**src/rtl/uart_pkg.sv**
```systemverilog
// Shared UART definitions: Rx state encoding, synchronizer depth, default frame geometry.
// No logic, so no latency and no backpressure.
package uart_pkg;

    localparam int NUMBER_OF_RX_SYNCHRONIZERS = 3;
    localparam int DEFAULT_INPUT_DATA_WIDTH   = 8;
    localparam int DEFAULT_CLOCKS_PER_BIT     = 8;

    typedef enum logic [2:0] {
        IDLE       = 3'd0,
        START_BIT  = 3'd1,
        DATA_BIT   = 3'd2,
        PARITY_BIT = 3'd3,
        STOP_BIT   = 3'd4,
        WAIT_IDLE  = 3'd5
    } rx_state_t;

endpackage

```
**src/rtl/uart_sync_3ff.sv**
```systemverilog
// Flop-chain synchronizer for one asynchronous line; reset value is a parameter.
// Latency NUMBER_OF_RX_SYNCHRONIZERS clk; no backpressure.
module uart_sync_3ff
    import uart_pkg::*;
#(
    parameter logic RESET_VALUE = 1'b1
) (
    input  logic clk,
    input  logic reset,
    input  logic i_async,
    output logic o_sync
);

    localparam int N = NUMBER_OF_RX_SYNCHRONIZERS;

    logic [N-1:0] r_sync;

    always_ff @(posedge clk or negedge reset) begin
        if (!reset) begin
            r_sync <= {N{RESET_VALUE}};
        end else begin
            r_sync <= {r_sync[N-2:0], i_async};
        end
    end

    assign o_sync = r_sync[N-1];

endmodule

```
**src/rtl/uart_rx_core.sv**
```systemverilog
// UART receiver: synchronized line, mid-bit sampling, parity and framing checks.
// Latency 86 clk from start edge at defaults; no backpressure, results are one-cycle pulses.
module uart_rx_core
    import uart_pkg::*;
#(
    parameter int INPUT_DATA_WIDTH = DEFAULT_INPUT_DATA_WIDTH,
    parameter int PARITY_ENABLED   = 1,
    parameter int PARITY_TYPE      = 0,
    parameter int CLOCKS_PER_BIT   = DEFAULT_CLOCKS_PER_BIT
) (
    input  logic                        clk,
    input  logic                        reset,
    input  logic                        serial_in,
    output logic [INPUT_DATA_WIDTH-1:0] received_data,
    output logic                        data_is_valid,
    output logic                        rx_error,
    output logic                        o_busy
);

    localparam int TIMER_W = (CLOCKS_PER_BIT > 2) ? $clog2(CLOCKS_PER_BIT) : 1;
    localparam int IDX_W   = (INPUT_DATA_WIDTH > 1) ? $clog2(INPUT_DATA_WIDTH) : 1;

    // Start sample sits one edge ahead of the half-bit count so every later
    // mid-bit sample, and the stop decision, lands on the fixed output latency.
    localparam logic [TIMER_W-1:0] START_SAMPLE = TIMER_W'(CLOCKS_PER_BIT / 2 - 2);
    localparam logic [TIMER_W-1:0] MID_SAMPLE   = TIMER_W'(CLOCKS_PER_BIT - 1);
    localparam logic [IDX_W-1:0]   LAST_IDX     = IDX_W'(INPUT_DATA_WIDTH - 1);
    localparam logic               PARITY_ODD   = (PARITY_TYPE != 0);

    logic                        w_rx_s;
    logic                        w_mid;
    rx_state_t                   r_state;
    logic [TIMER_W-1:0]          r_timer;
    logic [IDX_W-1:0]            r_bit_idx;
    logic [INPUT_DATA_WIDTH-1:0] r_shift;
    logic                        r_parity_err;
    logic [INPUT_DATA_WIDTH-1:0] r_data;
    logic                        r_data_vld;
    logic                        r_err;
    logic                        r_busy;

    uart_sync_3ff #(
        .RESET_VALUE (1'b1)
    ) u_sync (
        .clk     (clk),
        .reset   (reset),
        .i_async (serial_in),
        .o_sync  (w_rx_s)
    );

    assign w_mid = (r_timer == MID_SAMPLE);

    always_ff @(posedge clk or negedge reset) begin
        if (!reset) begin
            r_state      <= IDLE;
            r_timer      <= '0;
            r_bit_idx    <= '0;
            r_shift      <= '0;
            r_parity_err <= 1'b0;
            r_data       <= '0;
            r_data_vld   <= 1'b0;
            r_err        <= 1'b0;
            r_busy       <= 1'b0;
        end else begin
            r_data_vld <= 1'b0;
            r_err      <= 1'b0;
            case (r_state)
                IDLE: begin
                    if (!w_rx_s) begin
                        r_state <= START_BIT;
                        r_timer <= '0;
                        r_busy  <= 1'b1;
                    end
                end
                START_BIT: begin
                    if (r_timer == START_SAMPLE) begin
                        r_timer <= '0;
                        if (w_rx_s) begin
                            r_state <= IDLE;
                            r_busy  <= 1'b0;
                        end else begin
                            r_state      <= DATA_BIT;
                            r_bit_idx    <= '0;
                            r_parity_err <= 1'b0;
                        end
                    end else begin
                        r_timer <= r_timer + TIMER_W'(1);
                    end
                end
                DATA_BIT: begin
                    if (w_mid) begin
                        r_timer <= '0;
                        r_shift <= {w_rx_s, r_shift[INPUT_DATA_WIDTH-1:1]};
                        if (r_bit_idx == LAST_IDX) begin
                            r_bit_idx <= '0;
                            r_state   <= (PARITY_ENABLED != 0) ? PARITY_BIT : STOP_BIT;
                        end else begin
                            r_bit_idx <= r_bit_idx + IDX_W'(1);
                        end
                    end else begin
                        r_timer <= r_timer + TIMER_W'(1);
                    end
                end
                PARITY_BIT: begin
                    if (w_mid) begin
                        r_timer      <= '0;
                        r_parity_err <= w_rx_s ^ (^r_shift) ^ PARITY_ODD;
                        r_state      <= STOP_BIT;
                    end else begin
                        r_timer <= r_timer + TIMER_W'(1);
                    end
                end
                STOP_BIT: begin
                    if (w_mid) begin
                        r_timer <= '0;
                        if (w_rx_s) begin
                            r_state <= IDLE;
                            r_busy  <= 1'b0;
                            if (r_parity_err) begin
                                r_err <= 1'b1;
                            end else begin
                                r_data     <= r_shift;
                                r_data_vld <= 1'b1;
                            end
                        end else begin
                            r_err   <= 1'b1;
                            r_state <= WAIT_IDLE;
                        end
                    end else begin
                        r_timer <= r_timer + TIMER_W'(1);
                    end
                end
                WAIT_IDLE: begin
                    if (w_rx_s) begin
                        r_state <= IDLE;
                        r_busy  <= 1'b0;
                    end
                end
                default: begin
                    r_state <= IDLE;
                    r_busy  <= 1'b0;
                end
            endcase
        end
    end

    assign received_data = r_data;
    assign data_is_valid = r_data_vld;
    assign rx_error      = r_err;
    assign o_busy        = r_busy;

endmodule
```
**config.mk**
```make
export PLATFORM = sky130hd
export DESIGN_NAME = uart_rx_core
export DESIGN_NICKNAME = d
export VERILOG_FILES = /design/src/rtl/uart_pkg.sv /design/src/rtl/uart_sync_3ff.sv /design/src/rtl/uart_rx_core.sv
export SDC_FILE = /design/constraint.sdc
export NUM_CORES = 1
export LEC_CHECK = 0
export CAP_MARGIN = 0
export CORE_MARGIN = 2
export CORE_UTILIZATION = 60
export CTS_CLUSTER_SIZE = 30
export DETAILED_ROUTE_END_ITERATION = 6
export PLACE_DENSITY = 0.84
export SLEW_MARGIN = 20
export SYNTH_ARGS = -nofsm -noshare
export SYNTH_HDL_FRONTEND = slang
export SYNTH_SLANG_ARGS = --single-unit
```
**constraint.sdc**
```tcl
create_clock -name clk -period 2.7 [get_ports clk]
set_input_delay 0.405 -clock clk [delete_from_list [all_inputs] [get_ports clk]]
set_output_delay 0.405 -clock clk [all_outputs]
set_load 0.005 [all_outputs]
```
* Word-level counts from Yosys, hierarchy flattened
Index checks and enable logic that the tools add are counted.
Word-level totals: word-level logic and storage cells 80, output and inout port bits 11, input port bits 3, register bits 32
Operators by class: add/sub/neg operators 2, muxes and demuxes 35, bitwise gates (word level) 3, reductions and logical operators 14, equality and inequality tests 16
Operator list (count):
- two-way mux 3 bit | 14
- one-hot mux 3 bit (6 select lines) | 1
- AND reduction 4 bit | 4
- two-way mux 1 bit | 15
- != test 2 bit, second input constant | 7
- == test 3 bit, second input constant | 4
- == test 3 x 2 -> 1 bit, second input constant | 3
- one-hot mux 3 bit (3 select lines) | 1
- XOR reduction 8 bit | 1
- AND reduction 7 bit | 1
- adder 3 x 1 -> 3 bit, second input constant | 2
- one-hot mux 3 bit (2 select lines) | 1
- one-hot mux 1 bit (5 select lines) | 1
- AND reduction 2 bit | 2
- nonzero test 2 bit | 2
- == test 3 x 1 -> 1 bit, second input constant | 1
- logical NOT 3 bit | 1
- nonzero test 3 bit | 1
- OR reduction 3 bit | 1
- two-way mux 2 bit | 1
- != test 2 x 1 -> 1 bit, second input constant | 1
- NOT 1 bit | 2
- one-hot mux 1 bit (2 select lines) | 1
- OR reduction 2 bit | 1
- bitwise XOR 1 bit | 1

* Logic depth before layout (Yosys ltp)
Gate-level depths: netlist of run 1.
word-level depth 4, mapped depth 6, depth with buffers taken out 6

* By module
A second synthesis of run 1 with hierarchy kept.
Unflattened totals: cells, all modules 129, area total of the unflattened synthesis 1617.8 um^2
By module, submodules not included:
- uart_rx_core | times used 1, sequential area each 725.7 um^2, area an instance 1539.0 um^2, cells an instance 126
- uart_sync_3ff | times used 1, sequential area each 78.8 um^2, area an instance 78.8 um^2, cells an instance 3

* Least setup slack after synthesis of run 1
Ideal clock, no wire load.
path kind flip-flop to flip-flop, start point reg r_timer[1], end point reg r_data[0], in the netlist received_data[0], data arrival time 1.678 ns, path buffers 0, path slack 0.897 ns, library setup time 0.125 ns, data required time 2.575 ns, stages on the path, launching flop included 6, cells stage by stage dfrtp_1 -> ha_1 -> ha_1 -> inv_1 -> nor4_4 -> mux2_2
On the way: cells in the longest elaborated chain, start to end 2
Ends and longest elaborated chain:
- start, declared | RTL line uart_rx_core.sv:33 | logic [TIMER_W-1:0] r_timer;
- start signal, assigned | RTL line uart_rx_core.sv:87 | r_timer <= r_timer + TIMER_W'(1);
- start signal, assigned | RTL line uart_rx_core.sv:101 | r_timer <= r_timer + TIMER_W'(1);
- start signal, assigned | RTL line uart_rx_core.sv:110 | r_timer <= r_timer + TIMER_W'(1);
- == test 3 bit | RTL line uart_rx_core.sv:51 | assign w_mid = (r_timer == MID_SAMPLE);
- AND reduction 4 bit (no source line)
- end signal, assigned | RTL line uart_rx_core.sv:122 | r_data <= r_shift;
- end, declared | RTL line uart_rx_core.sv:37 | logic [INPUT_DATA_WIDTH-1:0] r_data;
Every way passes these cells. A chain may end at the register's enable or synchronous reset.

* Worst setup path after layout of run 1
start point reg r_timer[1], end point reg r_data[7], in the netlist received_data[7]
The elaborated chain is that of the path after synthesis.

==> results.py, run 1 <==
metrics = {
    "outcome": {
        "status": "complete, no violations",
    },
    "logic_synthesis": {
        "synth.ff_latch_count": 32,
        "ys_seq_area_frac": 0.507,
        "synth.top_cell.area_share": 0.457,
        "synth_nets": 144,
        "syn_area_um2": 1590,
        "synth-edff-count": 0,
        "ys.flop_type": "dfrtp_1",
        "syn_inst": 135,
        "yosysWarnings": 0,
        "synth.distinct_cells": 38,
        "syn_avg_cell_area_um2": 11.8,
        "post_synth_main_area_contributors": "dfrtp_1, mux2_2, dfstp_2",
        "synthArstFlopShare": 1.00,
        "synth_top_area_cell": "dfrtp_1",
    },
    "placed_design": {
        "port_buffers": 13,
        "gp_congestion": 0.893,
        "dp.cells": 172,
        "post_dp_cell_area_um2": 1720,
        "place_hpwl_um": 1890,
    },
    "power": {
        "combinationalPowerShare": 0.293,
        "internal-power_uw": 961,
        "switching_share": 0.344,
        "ir_drop_mv": 0.603,
        "p_clk_frac": 0.242,
        "leakagePower_uw": 0.000830,
        "power_density_nw_per_um2": 815,
        "p_switching_uw": 505,
        "power_frac_seq": 0.466,
        "power_uw": 1470,
    },
    "job": {
        "drv_cap": 0,
    },
    "route": {
        "drt_iter0_markers": 20,
        "totalWireLength_um": 2690,
        "wl_per_cell_um": 15.0,
        "drt_pre_antenna_iters": 4,
        "postRouteAntennaNets": 0,
        "drcViolationCount": 0,
        "vias": 1056,
        "routed_via_density": 5.87,
    },
    "global_route": {
        "grt_pass1_vias": 1065,
        "grt_antenna_before_repair": 0,
        "grt_first_pass_wirelength_um": 4800,
        "grt-ovfl-total": 0,
        "grt_usage": 0.201,
        "grt_max_degree": 33,
    },
    "layout": {
        "final_core_util": 0.720,
        "fin_nets": 158,
        "areaGrowthSynthToFinish_pct": 13.4,
        "n_antenna_cell": 0,
        "drive_gt1_frac": 0.213,
        "fillers": 172,
        "final_cell_mix": "dfrtp_1, mux2_2, clkdlybuf4s50_1, o21ai_0, a21oi_1",
        "final_common_cell": "dfrtp_1",
        "fin_area_um2": 1800,
        "final-instance-count-excl-fill": 180,
    },
    "floorplanning": {
        "row_count": 18,
        "die_w_um": 55.4,
        "start_util": 0.635,
        "die_h_um": 55.4,
        "core_area_um2": 2500,
        "io_pins": 14,
        "dieArea_um2": 3070,
    },
    "critical_path": {
        "cp_num_buf_inv": 1,
        "end_kind": "flop",
        "crit_family": "simple AND/OR/NAND/NOR gates",
        "critical_path_class": "flop to flop",
        "worstPathCellList": "ha_1 -> ha_1 -> inv_1 -> nor4_4 -> mux2_2",
        "slowest_delay_ns": 0.60,
        "cp.required_ns": 2.93,
        "cp_slowest_cell": "nor4_4",
        "start_kind": "flop",
        "crit_fanout": 8,
        "cpMostUsedCell": "ha_1",
        "crit_arrival_ns": 2.25,
    },
    "sta": {
        "timing.slew.headroom": 0.601,
        "min_period_over_period": 0.751,
        "worst_slew_pin_slew_ns": 0.594,
        "setup_viol_count_final": 0,
        "finalHoldViolations": 0,
        "rsz0062_at_grt": "false",
        "max_freq_mhz": 493,
        "finalClockSkew_ns": 0.0145,
        "fin_setup_tns_ns": 0,
        "slew_violations": 0,
        "period_minus_slack_ns": 2.03,
    },
    "clock_tree": {
        "cts_buffers": 5,
        "cts.path.max_buffers": 2,
        "h-tree-depth": 2,
        "path_clk_slew_ns": 0.10,
        "clock_latency_ns": 0.33,
        "cts_sinks": 32,
        "postCtsSetupBuffers": 0,
        "root_buffer": "clkbuf_4",
        "cts_hold_buf": 0,
        "cts_resized": 0,
        "cts_tree": "built",
    },
    "hold_path": {
        "hp-class": "flop to flop",
    },
}
-- path summary, 6_finish.rpt --
kind / start / endpoint / slack, ns / depth (start not counted)
setup / recovery: r_timer[1] / received_data[7] / 0.67 / 5
hold / removal: u_sync.r_sync[0] / u_sync.r_sync[1] / 0.36 / 0
setup reg to reg: r_timer[1] / received_data[7] / 0.67 / 5
hold reg to reg: u_sync.r_sync[0] / u_sync.r_sync[1] / 0.36 / 0
max in group asynchronous: reset / u_sync.r_sync[0] / 1.92 / 2
min in group asynchronous: reset / rx_error / 0.45 / 2
-- stage by stage --
step	hold slack, ns	setup slack (ns)
floorplan	0.109	0.897
global placement	0.348	0.735
detailed placement	0.348	0.634
CTS	0.365	0.629
global route	0.366	0.525
finish	0.361	0.671
-- sequential cells by signal (all words and copies together), names as in the netlist --
signal	cells
r_shift	8
r_parity_err	1
o_busy	1
r_state	3
u_sync.r_sync	3
r_timer	3
received_data	8
data_is_valid	1
rx_error	1
r_bit_idx	3
-- synth_stat cells, types with 3 or more instances --
master / number
dfrtp_1: 29
mux2_2: 16
o21ai_0: 11
a21oi_1: 8
nor2_1: 7
ha_1: 6
nand2_1: 5
xnor2_1: 5
clkbuf_1: 4
a32o_1: 3
dfstp_2: 3
inv_1: 3
nand3_1: 3
nand3b_1: 3
-- per-layer routing --
layer  GRT usage  wire [um]  up-vias
li1            -          -      521
met4      0.0697         49        0
met2       0.313       1270       32
met5           0          0        -
met3      0.0749        125        8
met1       0.258       1250      495
-- worst register-to-register path, cell delays in order (launching register included) --
cell and delay, ns:
dfrtp_1 0.39, ha_1 0.19, ha_1 0.22, inv_1 0.13, nor4_4 0.60, mux2_2 0.40
-- power by group through the flow --
stage               logic [uW]  registers, uW  clock network (uW)
finish                     429            682                 354
global route               482            697                 383
CTS                        432            681                 360
detailed placement         429            688                   0
global placement           407            682                   0
floorplan                  404            615                   0
-- logic make-up (layout without fill, tap and decap cells) --
family,after synthesis,in the layout,synth area share
buffers and inverters,11,26,0.0339
AND/OR/NAND/NOR,30,30,0.115
AO/OA/AOI/OAI,33,33,0.136
multiplexers,16,16,0.114
adder cells (fa/ha/maj),6,6,0.0473
flip-flops,32,32,0.507
XOR/XNOR,7,7,0.0473
-- final cells by class --
class	count	area (um^2)	area share
Clock inverter	2	35.0	0.0195
Inverter	4	15.0	0.00834
Sequential cell	32	805	0.447
Tap cell	30	37.5	0.0209
Multi-Input combinational cell	92	728	0.405
Clock buffer	6	41.3	0.0229
Timing Repair Buffer	14	138	0.0765
(Power assumes the default switching activity.)
==> run 2, diff against run 1 <==
CORE_UTILIZATION = 51   (was 60)
PLACE_DENSITY = 0.77   (was 0.84)
clock period = 1.74 ns   (was 2.7 ns; I/O delays follow)
==> run 2 against run 1 <==
Against the previous run: clock power is 25% higher; flip-flop and latch count unchanged; via count rose by 7.9%; cell area is 6.6% higher; sequential share of layout area shrank 2.8 points; wire length up 16%; clock skew fell by 0.0079 ns; setup slack got worse by 0.60 ns; maximum frequency increased by 22%; global-route usage increased by 0.10 points; non-clock buffer count increased by 14; count of clock-buffer cells in the layout did not move.
==> results.py, run 2 (synthesized netlist as in run 1, its figures left out) <==
metrics = {
    "outcome": {
        "status": "complete, no violations",
    },
    "floorplanning": {
        "die_w_um": 59.8,
        "dieArea_um2": 3570,
        "core_area_um2": 3000,
        "die_h_um": 59.8,
        "start_util": 0.528,
        "io_pins": 14,
        "row_count": 20,
    },
    "sta": {
        "min_period_over_period": 0.958,
        "finalClockSkew_ns": 0.00669,
        "timing.slew.headroom": 0.739,
        "slew_violations": 0,
        "setup_viol_count_final": 0,
        "worst_slew_pin_slew_ns": 0.392,
        "fin_setup_tns_ns": 0,
        "finalHoldViolations": 0,
        "whs_ns": 0.302,
        "rsz0062_at_grt": "false",
        "period_minus_slack_ns": 1.67,
        "max_freq_mhz": 600,
    },
    "critical_path": {
        "cp.required_ns": 1.97,
        "crit_arrival_ns": 1.89,
        "critical_path_class": "flop to flop",
        "r2r_start": "r_timer[0]",
        "end_kind": "flop",
        "start_kind": "flop",
        "crit_fanout": 8,
        "reg2reg_depth": 5,
        "rrSetupSlack_ns": 0.07,
        "r2r-end": "r_shift[3]",
    },
    "route": {
        "drt_iter0_markers": 37,
        "wl_met3_um": 196,
        "wl_per_cell_um": 15.8,
        "postRouteAntennaNets": 0,
        "wl_met1_um": 1280,
        "routed_via_density": 5.78,
        "drt_pre_antenna_iters": 4,
        "totalWireLength_um": 3110,
        "maxUsedRoutingLayer": "met4",
        "dr_wl_met2_um": 1580,
        "drcViolationCount": 0,
        "vias": 1139,
    },
    "clock_tree": {
        "cts.path.max_buffers": 2,
        "h-tree-depth": 2,
        "cts_sinks": 32,
        "path_clk_slew_ns": 0.10,
        "cts_tree": "built",
        "root_buffer": "clkbuf_4",
        "cts_hold_buf": 0,
        "clock_latency_ns": 0.34,
        "cts_buffers": 5,
    },
    "global_route": {
        "grt_usage": 0.202,
        "grt_max_degree": 33,
        "grt_first_pass_wirelength_um": 5270,
        "grt_pass1_vias": 1186,
        "grt_antenna_before_repair": 0,
        "grt-ovfl-total": 0,
    },
    "placed_design": {
        "place_hpwl_um": 2270,
        "dp.cells": 188,
        "port_buffers": 13,
        "gp_congestion": 0.957,
    },
    "hold_path": {
        "hp-class": "input port to asynchronous set/reset pin",
    },
    "job": {
        "drv_cap": 0,
    },
    "layout": {
        "areaGrowthSynthToFinish_pct": 20.9,
        "final_cell_mix": "dfrtp_1, mux2_2, buf_4, clkdlybuf4s50_1, o21ai_0",
        "fin_nets": 172,
        "final-instance-count-excl-fill": 197,
        "final_common_cell": "dfrtp_1",
        "fillers": 249,
        "n_antenna_cell": 0,
        "drive_gt1_frac": 0.293,
    },
    "power": {
        "ir_drop_mv": 0.662,
        "leakagePower_uw": 0.000898,
        "power_density_nw_per_um2": 1220,
    },
}
==> run 2: changes by cell type in the layout (fill, tap and decap cells not counted) <==
cell | before | now
bufinv_16 | 1 | 0
clkinv_2 | 1 | 2
buf_4 | 1 | 14
buf_12 | 0 | 1
clkbuf_1 | 1 | 0
ha_4 | 0 | 1
ha_1 | 6 | 5
clkbuf_8 | 0 | 1
==> run 2: layout make-up <==
cell class | instances | area [um^2] | share of cell area
sequential | 32 | 805 | 0.419
timing repair buffer | 28 | 255 | 0.133
multi-input combinational | 92 | 741 | 0.386
inverter | 4 | 15.0 | 0.00783
clock inverter | 2 | 10.0 | 0.00522
clock buffer | 6 | 51.3 | 0.0267
tap | 33 | 41.3 | 0.0215
==> run 2: routing by layer <==
layer,vias up,track usage
li1,537,-
met1,556,0.243
met2,41,0.328
met3,5,0.0649
met4,0,0.0921
met5,-,0
==> run 2: through the flow <==
| step | utilization | cell area [um^2] | total power (uW) | setup slack (ns) |
|---|---|---|---|---|
| 2_1_floorplan | - | 1590 | 1580 | 0.0674 |
| 3_3_place_gp | 0.612 | 1840 | 1810 | 0.120 |
| 3_5_place_dp | 0.612 | 1840 | 1860 | 0.0172 |
| 4_1_cts | 0.633 | 1900 | 2320 | 0.0258 |
| 5_1_grt | 0.639 | 1920 | 2500 | 0.00329 |
| 6_report | 0.639 | 1920 | 2340 | 0.0739 |
==> run 2: power by group <==
group | leakage, uW | switching, uW | internal, uW
Combinational | 0.000437 | 452 | 457
Sequential | 0.000423 | 134 | 851
Clock | 0.0000380 | 250 | 192
Total | 0.000898 | 836 | 1500
==> run 2: timing repair <==
action                     in CTS  in global routing
setup buffers                   0                  1
setup endpoints to repair       3                 13
resized for setup               1                  1
==> run 2: how the worst max path moves through the flow <==
stage | slack [ns] | end | from
after floorplan | 0.07 | received_data[0] | r_state[0]
after global placement | 0.12 | received_data[0] | r_timer[1]
after detailed placement | 0.02 | r_bit_idx[1] | r_timer[1]
after CTS | 0.03 | received_data[3] | r_timer[1]
after global routing | 0.003 | r_bit_idx[0] | r_timer[1]
final | 0.07 | r_shift[3] | r_timer[0]
==> run 2: critical path: stages (launching register included) <==
cell     delay, ns
dfrtp_1       0.39
ha_1          0.24
ha_1          0.23
and3b_1       0.23
buf_12        0.14
mux2_2        0.33
==> run 3, diff against run 2 <==
REMOVE_ABC_BUFFERS = 1   (was default)
==> run 3 against run 2 <==
Against the previous run: wire length is 4.0% lower; total power is 0.67% lower; utilization hardly changed; setup slack worse by 0.019 ns; non-clock buffer count is 1 higher; hold slack better by 0.016 ns; sequential power hardly changed; global-route usage is 0.66 points lower; die area stayed put; flip-flop and latch count stayed put; maximum frequency is 1.1% lower; largest cell class unchanged; highest routed layer unchanged.
==> results.py, run 3 (synthesized netlist as in run 1, its figures left out) <==
metrics = {
    "floorplanning": {
        "die_h_um": 59.8,
        "dieArea_um2": 3570,
        "io_pins": 14,
        "core_area_um2": 3000,
        "die_w_um": 59.8,
        "row_count": 20,
        "start_util": 0.528,
    },
    "sta": {
        "slew_violations": 0,
        "finalHoldViolations": 0,
        "period_minus_slack_ns": 1.68,
        "timing.slew.headroom": 0.736,
        "min_period_over_period": 0.968,
        "finalClockSkew_ns": 0.00758,
        "whs_ns": 0.318,
        "layout_setup_ws_ns": 0.0551,
        "rsz0062_at_grt": "false",
        "worst_slew_pin_slew_ns": 0.396,
        "setup_viol_count_final": 0,
        "max_freq_mhz": 593,
    },
    "critical_path": {
        "cp_num_buf_inv": 1,
        "critical_path_class": "flop to flop",
        "r2r_start": "r_state[1]",
        "worstPathCellList": "nor2_4 -> nand2_2 -> nor4_4 -> buf_4 -> mux2_2",
        "crit_fanout": 6,
        "crit_path_start": "r_state[1]",
        "start_kind": "flop",
        "end_kind": "flop",
        "cp_slowest_cell": "dfrtp_2",
        "crit_arrival_ns": 1.90,
        "cp.required_ns": 1.95,
        "crit_family": "simple AND/OR/NAND/NOR gates",
        "slowest_delay_ns": 0.46,
    },
    "layout": {
        "fin_nets": 173,
        "final_cell_mix": "dfrtp_1, mux2_2, buf_4, clkdlybuf4s50_1, o21ai_0",
        "final-instance-count-excl-fill": 198,
        "n_antenna_cell": 0,
        "drive_gt1_frac": 0.303,
        "areaGrowthSynthToFinish_pct": 21.0,
        "final_common_cell": "dfrtp_1",
        "fillers": 240,
    },
    "placed_design": {
        "port_buffers": 13,
        "pre_cts_ws_ns": 0.0379,
        "place_hpwl_um": 2170,
        "gp_congestion": 0.843,
        "dp.cells": 189,
    },
    "global_route": {
        "grt_max_degree": 33,
        "grt-ovfl-total": 0,
        "grt_antenna_before_repair": 0,
        "grt_first_pass_wirelength_um": 5110,
        "grt_pass1_vias": 1132,
        "grt_usage": 0.195,
    },
    "route": {
        "drt_pre_antenna_iters": 4,
        "drt_iter0_markers": 38,
        "wl_per_cell_um": 15.1,
        "postRouteAntennaNets": 0,
        "drcViolationCount": 0,
        "totalWireLength_um": 2990,
        "vias": 1129,
        "routed_via_density": 5.70,
    },
    "power": {
        "p_switching_uw": 812,
        "ir_drop_mv": 0.945,
        "power_frac_seq": 0.423,
        "p_clk_frac": 0.192,
        "leakagePower_uw": 0.000898,
        "power_density_nw_per_um2": 1210,
        "combinationalPowerShare": 0.384,
        "power_uw": 2320,
        "internal-power_uw": 1510,
        "switching_share": 0.350,
    },
    "clock_tree": {
        "path_clk_slew_ns": 0.10,
        "cts_sinks": 32,
        "cts_tree": "built",
        "clock_latency_ns": 0.33,
        "root_buffer": "clkbuf_4",
        "cts.path.max_buffers": 2,
        "cts_hold_buf": 0,
        "h-tree-depth": 2,
        "cts_buffers": 5,
    },
    "hold_path": {
        "hp-class": "input port to asynchronous set/reset pin",
    },
    "outcome": {
        "status": "complete, no violations",
    },
    "job": {
        "drv_cap": 0,
    },
}
-- run 3: final timing paths --
path / endpoint / slack (ns) / depth (start not counted)
worst max-delay path: received_data[4] / 0.06 / 5
worst min-delay path: received_data[1] / 0.32 / 2
worst max register to register: received_data[4] / 0.06 / 5
worst min register to register: u_sync.r_sync[2] / 0.36 / 0
max in group asynchronous: u_sync.r_sync[0] / 1.10 / 2
min in group clk: u_sync.r_sync[0] / 0.34 / 1
-- run 3: worst reg2reg max path: stages (launching register included) --
cell and delay [ns]:
dfrtp_2 0.46, nor2_4 0.18, nand2_2 0.10, nor4_4 0.31, buf_4 0.18, mux2_2 0.34
-- run 3: what timing repair did --
action                                  in CTS  in global routing
gates resized for setup                      0                  3
endpoints found under the setup margin       0                 12
setup buffers                                0                  1
-- run 3: cell type report --
| cell class | count | area, um^2 | share of cell area |
|---|---|---|---|
| sequential | 32 | 807 | 0.420 |
| multi-input combinational | 92 | 731 | 0.381 |
| timing repair buffer | 29 | 263 | 0.137 |
| clock buffer | 7 | 55.1 | 0.0287 |
| tap | 33 | 41.3 | 0.0215 |
| inverter | 4 | 15.0 | 0.00782 |
| clock inverter | 1 | 7.51 | 0.00391 |
-- run 3: metal layers --
metal  up-vias  global-route usage  share of wire
met5         -                   0              0
met4         0              0.0698         0.0033
met3         2              0.0628          0.043
met2        28               0.307           0.49
met1       556               0.253           0.47
li1        543                   -              -
-- run 3: power groups by stage --
stage	sequential [uW]	clock [uW]	combinational, uW
floorplan	1020	0	514
detailed placement	1000	0	848
global route	1000	494	999
finish	983	446	892
CTS	990	463	858
global placement	994	0	824
-- run 3: through the flow --
| stage | instance area [um^2] | setup TNS (ns) | utilization |
|---|---|---|---|
| 2_1_floorplan | 1550 | -0.501 | - |
| 3_3_place_gp | 1840 | 0 | 0.614 |
| 3_5_place_dp | 1840 | 0 | 0.614 |
| 4_1_cts | 1910 | 0 | 0.635 |
| 5_1_grt | 1920 | 0 | 0.639 |
| 6_report | 1920 | 0 | 0.639 |
